==> src/rtl/msg_stream_pkg.sv <==
// Shared types and constants for the message stream scheduler.
package msg_stream_pkg;

  typedef enum logic [1:0] {IDLE, SEND, TERM} state_t;

  localparam logic [1:0] MSG_GUATEMALA = 2'd0;
  localparam logic [1:0] MSG_QUETZAL   = 2'd1;
  localparam logic [1:0] MSG_ZACAPA    = 2'd2;
  localparam logic [1:0] MSG_TIKAL     = 2'd3;

  localparam logic [3:0] LEN_GUATEMALA = 4'd9;
  localparam logic [3:0] LEN_QUETZAL   = 4'd7;
  localparam logic [3:0] LEN_ZACAPA    = 4'd6;
  localparam logic [3:0] LEN_TIKAL     = 4'd5;

  localparam logic [7:0] NEWLINE_CHAR = 8'h0A;

  function automatic logic [3:0] msg_len(input logic [1:0] msg);
    case (msg)
      MSG_GUATEMALA: msg_len = LEN_GUATEMALA;
      MSG_QUETZAL:   msg_len = LEN_QUETZAL;
      MSG_ZACAPA:    msg_len = LEN_ZACAPA;
      default:       msg_len = LEN_TIKAL;
    endcase
  endfunction

endpackage

==> src/rtl/msg_stream_scheduler_rom.sv <==
// Fixed-text character ROM: (message id, char index) -> ASCII, 8'h00 past the end.
module msg_rom
  import msg_stream_pkg::*;
(
  input  logic [1:0] msg,
  input  logic [3:0] idx,
  output logic [7:0] char_c
);

  always_comb begin
    char_c = 8'h00;
    case (msg)
      MSG_GUATEMALA:
        case (idx)
          4'd0: char_c = "G";
          4'd1: char_c = "u";
          4'd2: char_c = "a";
          4'd3: char_c = "t";
          4'd4: char_c = "e";
          4'd5: char_c = "m";
          4'd6: char_c = "a";
          4'd7: char_c = "l";
          4'd8: char_c = "a";
          default: char_c = 8'h00;
        endcase
      MSG_QUETZAL:
        case (idx)
          4'd0: char_c = "Q";
          4'd1: char_c = "u";
          4'd2: char_c = "e";
          4'd3: char_c = "t";
          4'd4: char_c = "z";
          4'd5: char_c = "a";
          4'd6: char_c = "l";
          default: char_c = 8'h00;
        endcase
      MSG_ZACAPA:
        case (idx)
          4'd0: char_c = "Z";
          4'd1: char_c = "a";
          4'd2: char_c = "c";
          4'd3: char_c = "a";
          4'd4: char_c = "p";
          4'd5: char_c = "a";
          default: char_c = 8'h00;
        endcase
      default:
        case (idx)
          4'd0: char_c = "T";
          4'd1: char_c = "i";
          4'd2: char_c = "k";
          4'd3: char_c = "a";
          4'd4: char_c = "l";
          default: char_c = 8'h00;
        endcase
    endcase
  end

endmodule

==> src/rtl/msg_stream_scheduler.sv <==
// Round-robin scheduler streaming fixed ROM messages over valid/ready.
// Define MSG_STREAM_SCHEDULER_NEWLINE_EN to append a newline terminator carrying out_last.
module msg_stream_scheduler
  import msg_stream_pkg::*;
#(
  parameter int unsigned NREQ = 4
) (
  input  logic                clk,
  input  logic                reset,
  input  logic [NREQ-1:0]     req,
  input  logic [2*NREQ-1:0]   msg_sel,
  output logic [NREQ-1:0]     gnt,
  output logic                busy,
  output logic [2:0]          out_src,
  output logic                out_valid,
  output logic [7:0]          out_data,
  output logic                out_last,
  input  logic                out_ready
);

  state_t          state;
  logic [2:0]      rr_ptr;
  logic [1:0]      msg_q;
  logic [3:0]      idx;

  logic            win_found;
  logic [2:0]      win_idx;
  logic [1:0]      win_sel;
  logic [NREQ-1:0] win_onehot;
  logic [1:0]      rom_msg;
  logic [3:0]      rom_idx;
  logic [7:0]      rom_char;
  logic            last_beat;
  logic [2:0]      next_ptr;

  // First requester at or above rr_ptr wins; otherwise the lowest one below it.
  always_comb begin
    win_found  = 1'b0;
    win_idx    = '0;
    win_sel    = '0;
    win_onehot = '0;
    for (int i = 0; i < NREQ; i++) begin
      if (!win_found && req[i] && (3'(i) >= rr_ptr)) begin
        win_found     = 1'b1;
        win_idx       = 3'(i);
        win_sel       = msg_sel[2*i +: 2];
        win_onehot[i] = 1'b1;
      end
    end
    for (int i = 0; i < NREQ; i++) begin
      if (!win_found && req[i]) begin
        win_found     = 1'b1;
        win_idx       = 3'(i);
        win_sel       = msg_sel[2*i +: 2];
        win_onehot[i] = 1'b1;
      end
    end
  end

  // ROM looks up the character that will be presented after the coming edge.
  assign rom_msg   = (state == IDLE) ? win_sel : msg_q;
  assign rom_idx   = (state == IDLE) ? 4'd0 : idx + 4'd1;
  assign last_beat = (idx == msg_len(msg_q) - 4'd1);
  assign next_ptr  = (out_src == 3'(NREQ - 1)) ? 3'd0 : out_src + 3'd1;

  msg_rom u_rom (
    .msg    (rom_msg),
    .idx    (rom_idx),
    .char_c (rom_char)
  );

  always_ff @(posedge clk or posedge reset) begin
    if (reset) begin
      state     <= IDLE;
      rr_ptr    <= '0;
      msg_q     <= '0;
      idx       <= '0;
      gnt       <= '0;
      busy      <= 1'b0;
      out_src   <= '0;
      out_valid <= 1'b0;
      out_data  <= 8'h00;
      out_last  <= 1'b0;
    end else begin
      gnt <= '0;
      case (state)
        IDLE: begin
          if (win_found) begin
            state     <= SEND;
            gnt       <= win_onehot;
            busy      <= 1'b1;
            out_src   <= win_idx;
            msg_q     <= win_sel;
            idx       <= 4'd0;
            out_valid <= 1'b1;
            out_data  <= rom_char;
`ifdef MSG_STREAM_SCHEDULER_NEWLINE_EN
            out_last  <= 1'b0;
`else
            out_last  <= (msg_len(win_sel) == 4'd1);
`endif
          end
        end
        SEND: begin
          if (out_ready) begin
            if (last_beat) begin
              rr_ptr <= next_ptr;
`ifdef MSG_STREAM_SCHEDULER_NEWLINE_EN
              state    <= TERM;
              out_data <= NEWLINE_CHAR;
              out_last <= 1'b1;
`else
              state     <= IDLE;
              busy      <= 1'b0;
              out_valid <= 1'b0;
              out_data  <= 8'h00;
              out_last  <= 1'b0;
`endif
            end else begin
              idx      <= idx + 4'd1;
              out_data <= rom_char;
`ifdef MSG_STREAM_SCHEDULER_NEWLINE_EN
              out_last <= 1'b0;
`else
              out_last <= ((idx + 4'd2) == msg_len(msg_q));
`endif
            end
          end
        end
`ifdef MSG_STREAM_SCHEDULER_NEWLINE_EN
        TERM: begin
          if (out_ready) begin
            state     <= IDLE;
            busy      <= 1'b0;
            out_valid <= 1'b0;
            out_data  <= 8'h00;
            out_last  <= 1'b0;
          end
        end
`endif
        default: begin
          state     <= IDLE;
          busy      <= 1'b0;
          out_valid <= 1'b0;
          out_data  <= 8'h00;
          out_last  <= 1'b0;
        end
      endcase
    end
  end

endmodule

==> config.mk <==
export PLATFORM = sky130hd
export DESIGN_NAME = msg_stream_scheduler
export DESIGN_NICKNAME = d
export VERILOG_FILES = /design/src/rtl/msg_stream_pkg.sv /design/src/rtl/msg_stream_scheduler_rom.sv /design/src/rtl/msg_stream_scheduler.sv
export SDC_FILE = /design/constraint.sdc
export NUM_CORES = 1
export LEC_CHECK = 0
export CORE_UTILIZATION = 50
export CTS_BUF_LIST = sky130_fd_sc_hd__clkbuf_16
export DETAILED_ROUTE_END_ITERATION = 6
export GPL_TIMING_DRIVEN = 0
export PLACE_DENSITY_LB_ADDON = 0.05
export SETUP_SLACK_MARGIN = 0.02
export SKIP_CTS_REPAIR_TIMING = 1
export SYNTH_ARGS = -nofsm -noshare
export SYNTH_HDL_FRONTEND = slang
export SYNTH_HIERARCHICAL = 1
export SYNTH_SLANG_ARGS = --single-unit
==> constraint.sdc <==
create_clock -name clk -period 3.8 [get_ports clk]
set_clock_uncertainty 0.2 [all_clocks]
set_input_delay 0.76 -clock clk [delete_from_list [all_inputs] [get_ports clk]]
set_output_delay 0.76 -clock clk [all_outputs]
set_load 0.01 [all_outputs]
==> reports/results.tsv <==
stage	metric	value	unit
status	outcome	finished, final reports clean	
synth	largest family of logic cells by synthesized area	compound AO/OA/AOI/OAI gates	
synth	Synthesized Nets	225	
synth	Synth Area in Compound Gates	23.4	%
synth	Area contributors post-synth	dfrtp_1 33%, ha_1 4.8%, a22o_1 4.3%	
synth	mean post-synth cell area	9.02	µm²
layout	fin nets	260	
layout	Antenna Cells	0	
route	Avg WL per Cell	16.0	µm
flow_run	max cap viols	0	
cts	root buf cell	clkbuf_16	
cts	CTS Buffer Depth	2	
critical_path	CP Data Required Time	3750	ps
synth	Netlist Area Pre-Place	0.00183	mm²
global_routing	initial antenna violation count	0	
synth	Yosys top cell area share	32.8	%
floorplan	Ports	33	
synth	ys flop type	dfrtp_1	
route	DRT Wirelength	4540	µm
global_routing	GR Util All Layers	24.9	%
synth	top-count cell post-synth	dfrtp_1	
synth	mux contribution to synthesized area	3.08	%
cts	# H-tree levels	1	
floorplan	die height	62.5	µm
synth	Synth Register Bits	24	
cts	clk sinks	24	
cts	TritonCTS Buffers	3	
synth	Post-synth top cells	24 x dfrtp_1, 18 x nor2_1, 14 x a21oi_1	
timing	minimum clock period	3610	ps
cts	Worst-Skew Late Latency	260	ps
synth	ys async rst share	100	%
layout	cell area after layout	0.00233	mm²
synth	Syn Inst Count	203	
route	Antenna Nets Post-Route	0	
global_routing	Remaining Overflow, GRT	0	
layout	fraction of layout cells with a size suffix above 1	16.0	%
critical_path	R2R Setup Slk	790	ps
synth	EDFF count, synth	0	
floorplan	Core ar.	0.00342	mm²
timing	final setup violation count	0	
critical_path	crit-path max FO	10	
route	Remaining DRCs	0	
layout	area of the multi-input gates	0.00110	mm²
route	DRT Pass-1 Iters	4	
global_routing	largest net degree at the start of global routing	25	
synth	Post-Synth Adder-Cell Area	4.78	%
pwr	Worst VDD drop	529	µV
place	pre-CTS WS	-239	ps
timing	RSZ-0062 raised after global routing	no	
route	Via density	5.81	
timing	Fmax	277	MHz
timing	Slew Limit Fails	0	
pwr	PD cells	956	mW/mm²
place	Post-DP HPWL	3320	µm
timing	Rel. slew slack	39.5	%
timing	final count of hold timing violations	0	
floorplan	Core Rows	21	
layout	register area	601	µm²
cts	Worst-path clk slew	60	ps
floorplan	die width	62.5	µm
floorplan	Initial Util	53.6	%
synth	Yosys top cell by area	dfrtp_1	
critical_path	Startpoint Class	primary input	
timing	PnR worst setup slack	186	ps
cts	TritonCTS clock tree	done	
critical_path	critical setup path kind	primary input to flop	
global_routing	first-pass GRT wire length	7650	µm
hold_path	Min-Delay Path Class	flop to flop	
synth	Yosys warning count	6	
global_routing	vias in the first global route	1630	
synth	simple-gate share of the synthesized area	22.4	%
route	DRT iter0 DRCs	98	
floorplan	area of the die	0.00391	mm²
critical_path	Data arrival, critical path	3570	ps
layout	Area Overhead vs Synth	27.1	%
route	Vias	1643	
layout	fillcell total	290	
critical_path	crit end category	flop	
synth	sequential area share after synthesis	32.8	%
place	DP Area	0.00219	mm²
synth	number of distinct library cells after synthesis	59	
pwr	leakage	0.990	nW
timing	worst-margin pin slew	907	ps
place	Port Buffers	30	
synth	xor/xnor share of the synthesized area	4.31	%
pwr	total power	0.00222	W
timing	Final Cycle Share	95.1	%
place	GPL Wtd Cong	0.817	
power by group:
part / switching, W / leakage, nW / internal (W)
logic: 0.000777 / 0.638 / 0.000686
registers: 0.000102 / 0.301 / 0.000359
clock network: 0.0000897 / 0.0511 / 0.000209
flip-flops by register name, indices dropped and copies added (netlist names):
register and flops:
gnt 4, idx 4, rr_ptr 2, out_last 1, out_data 8, out_valid 1
msg_q 2, out_src 2
cells by family after synthesis:
| group | count (synthesis) |
|---|---|
| compound gates | 60 |
| fa+ha+maj | 7 |
| buf+inv | 25 |
| flops | 24 |
| simple gates | 71 |
| other cells | 2 |
| xor+xnor | 9 |
| mux | 5 |
worst max-delay path, stage by stage:
cell	delay (ps)
clkdlybuf4s50_1	470
or3_4	420
or3_4	410
a311oi_2	280
a21oi_1	80
nand2_1	150
buf_4	180
nand2_1	90
mux2_2	280
a22oi_1	180
nor2_1	70
a22o_1	210
cell usage in the layout (no fill, tap or decap), types with 7 or more instances in the layout:
master / synthesis / final
a21oi_1: 14 / 14
a22o_1: 9 / 9
clkdlybuf4s50_1: 0 / 29
dfrtp_1: 24 / 24
ha_1: 7 / 7
inv_1: 10 / 10
nand2_1: 11 / 10
nor2_1: 18 / 18
o21ai_0: 8 / 7
layer usage:
layer  GRT usage [%]  vias to the layer above  wire length, µm  part of all wire [%]
met4            10.8                        0               99                   2.2
met5               0                        -                0                     0
li1                -                      807                -                     -
met2            41.7                       41             2190                    48
met3            1.82                        8              154                   3.4
met1            32.8                      787             2090                    46
layout make-up:
type	instances	area share, %
plain buffers	15	5.27
clock buffers	3	3.23
clock inverters	1	1.29
inverters	10	1.61
multi-input cells	154	47.3
flip-flops and latches	24	25.8
well taps	46	2.47
repair buffers	30	13.0
per-stage QoR:
| step | util (%) | hold slack [ps] | setup TNS, ps | cells |
|---|---|---|---|---|
| 6_report | 68.1 | 304 | 0 | 283 |
| 5_1_grt | 68.1 | 312 | 0 | 283 |
| 4_1_cts | 67.1 | 309 | 0 | 283 |
| 3_5_place_dp | 64.1 | 290 | -942 | 279 |
| 3_3_place_gp | 64.1 | 287 | -511 | 279 |
| 2_1_floorplan | - | 308 | 0 | 203 |
final timing paths:
check | start | endpoint | depth (start not counted)
max reg2reg | rr_ptr[1]$_DFFE_PP0P_ | out_data[4]$_DFFE_PP0P_ | 12
min in group asynchronous | reset | out_data[4]$_DFFE_PP0P_ | 2
min | out_data[4]$_DFFE_PP0P_ | out_data[4]$_DFFE_PP0P_ | 1
max | req[3] | out_data[4]$_DFFE_PP0P_ | 12
max in group asynchronous | reset | out_valid$_DFFE_PP0P_ | 2
min reg2reg | out_data[4]$_DFFE_PP0P_ | out_data[4]$_DFFE_PP0P_ | 1
Power figures use the tool's default switching activity.
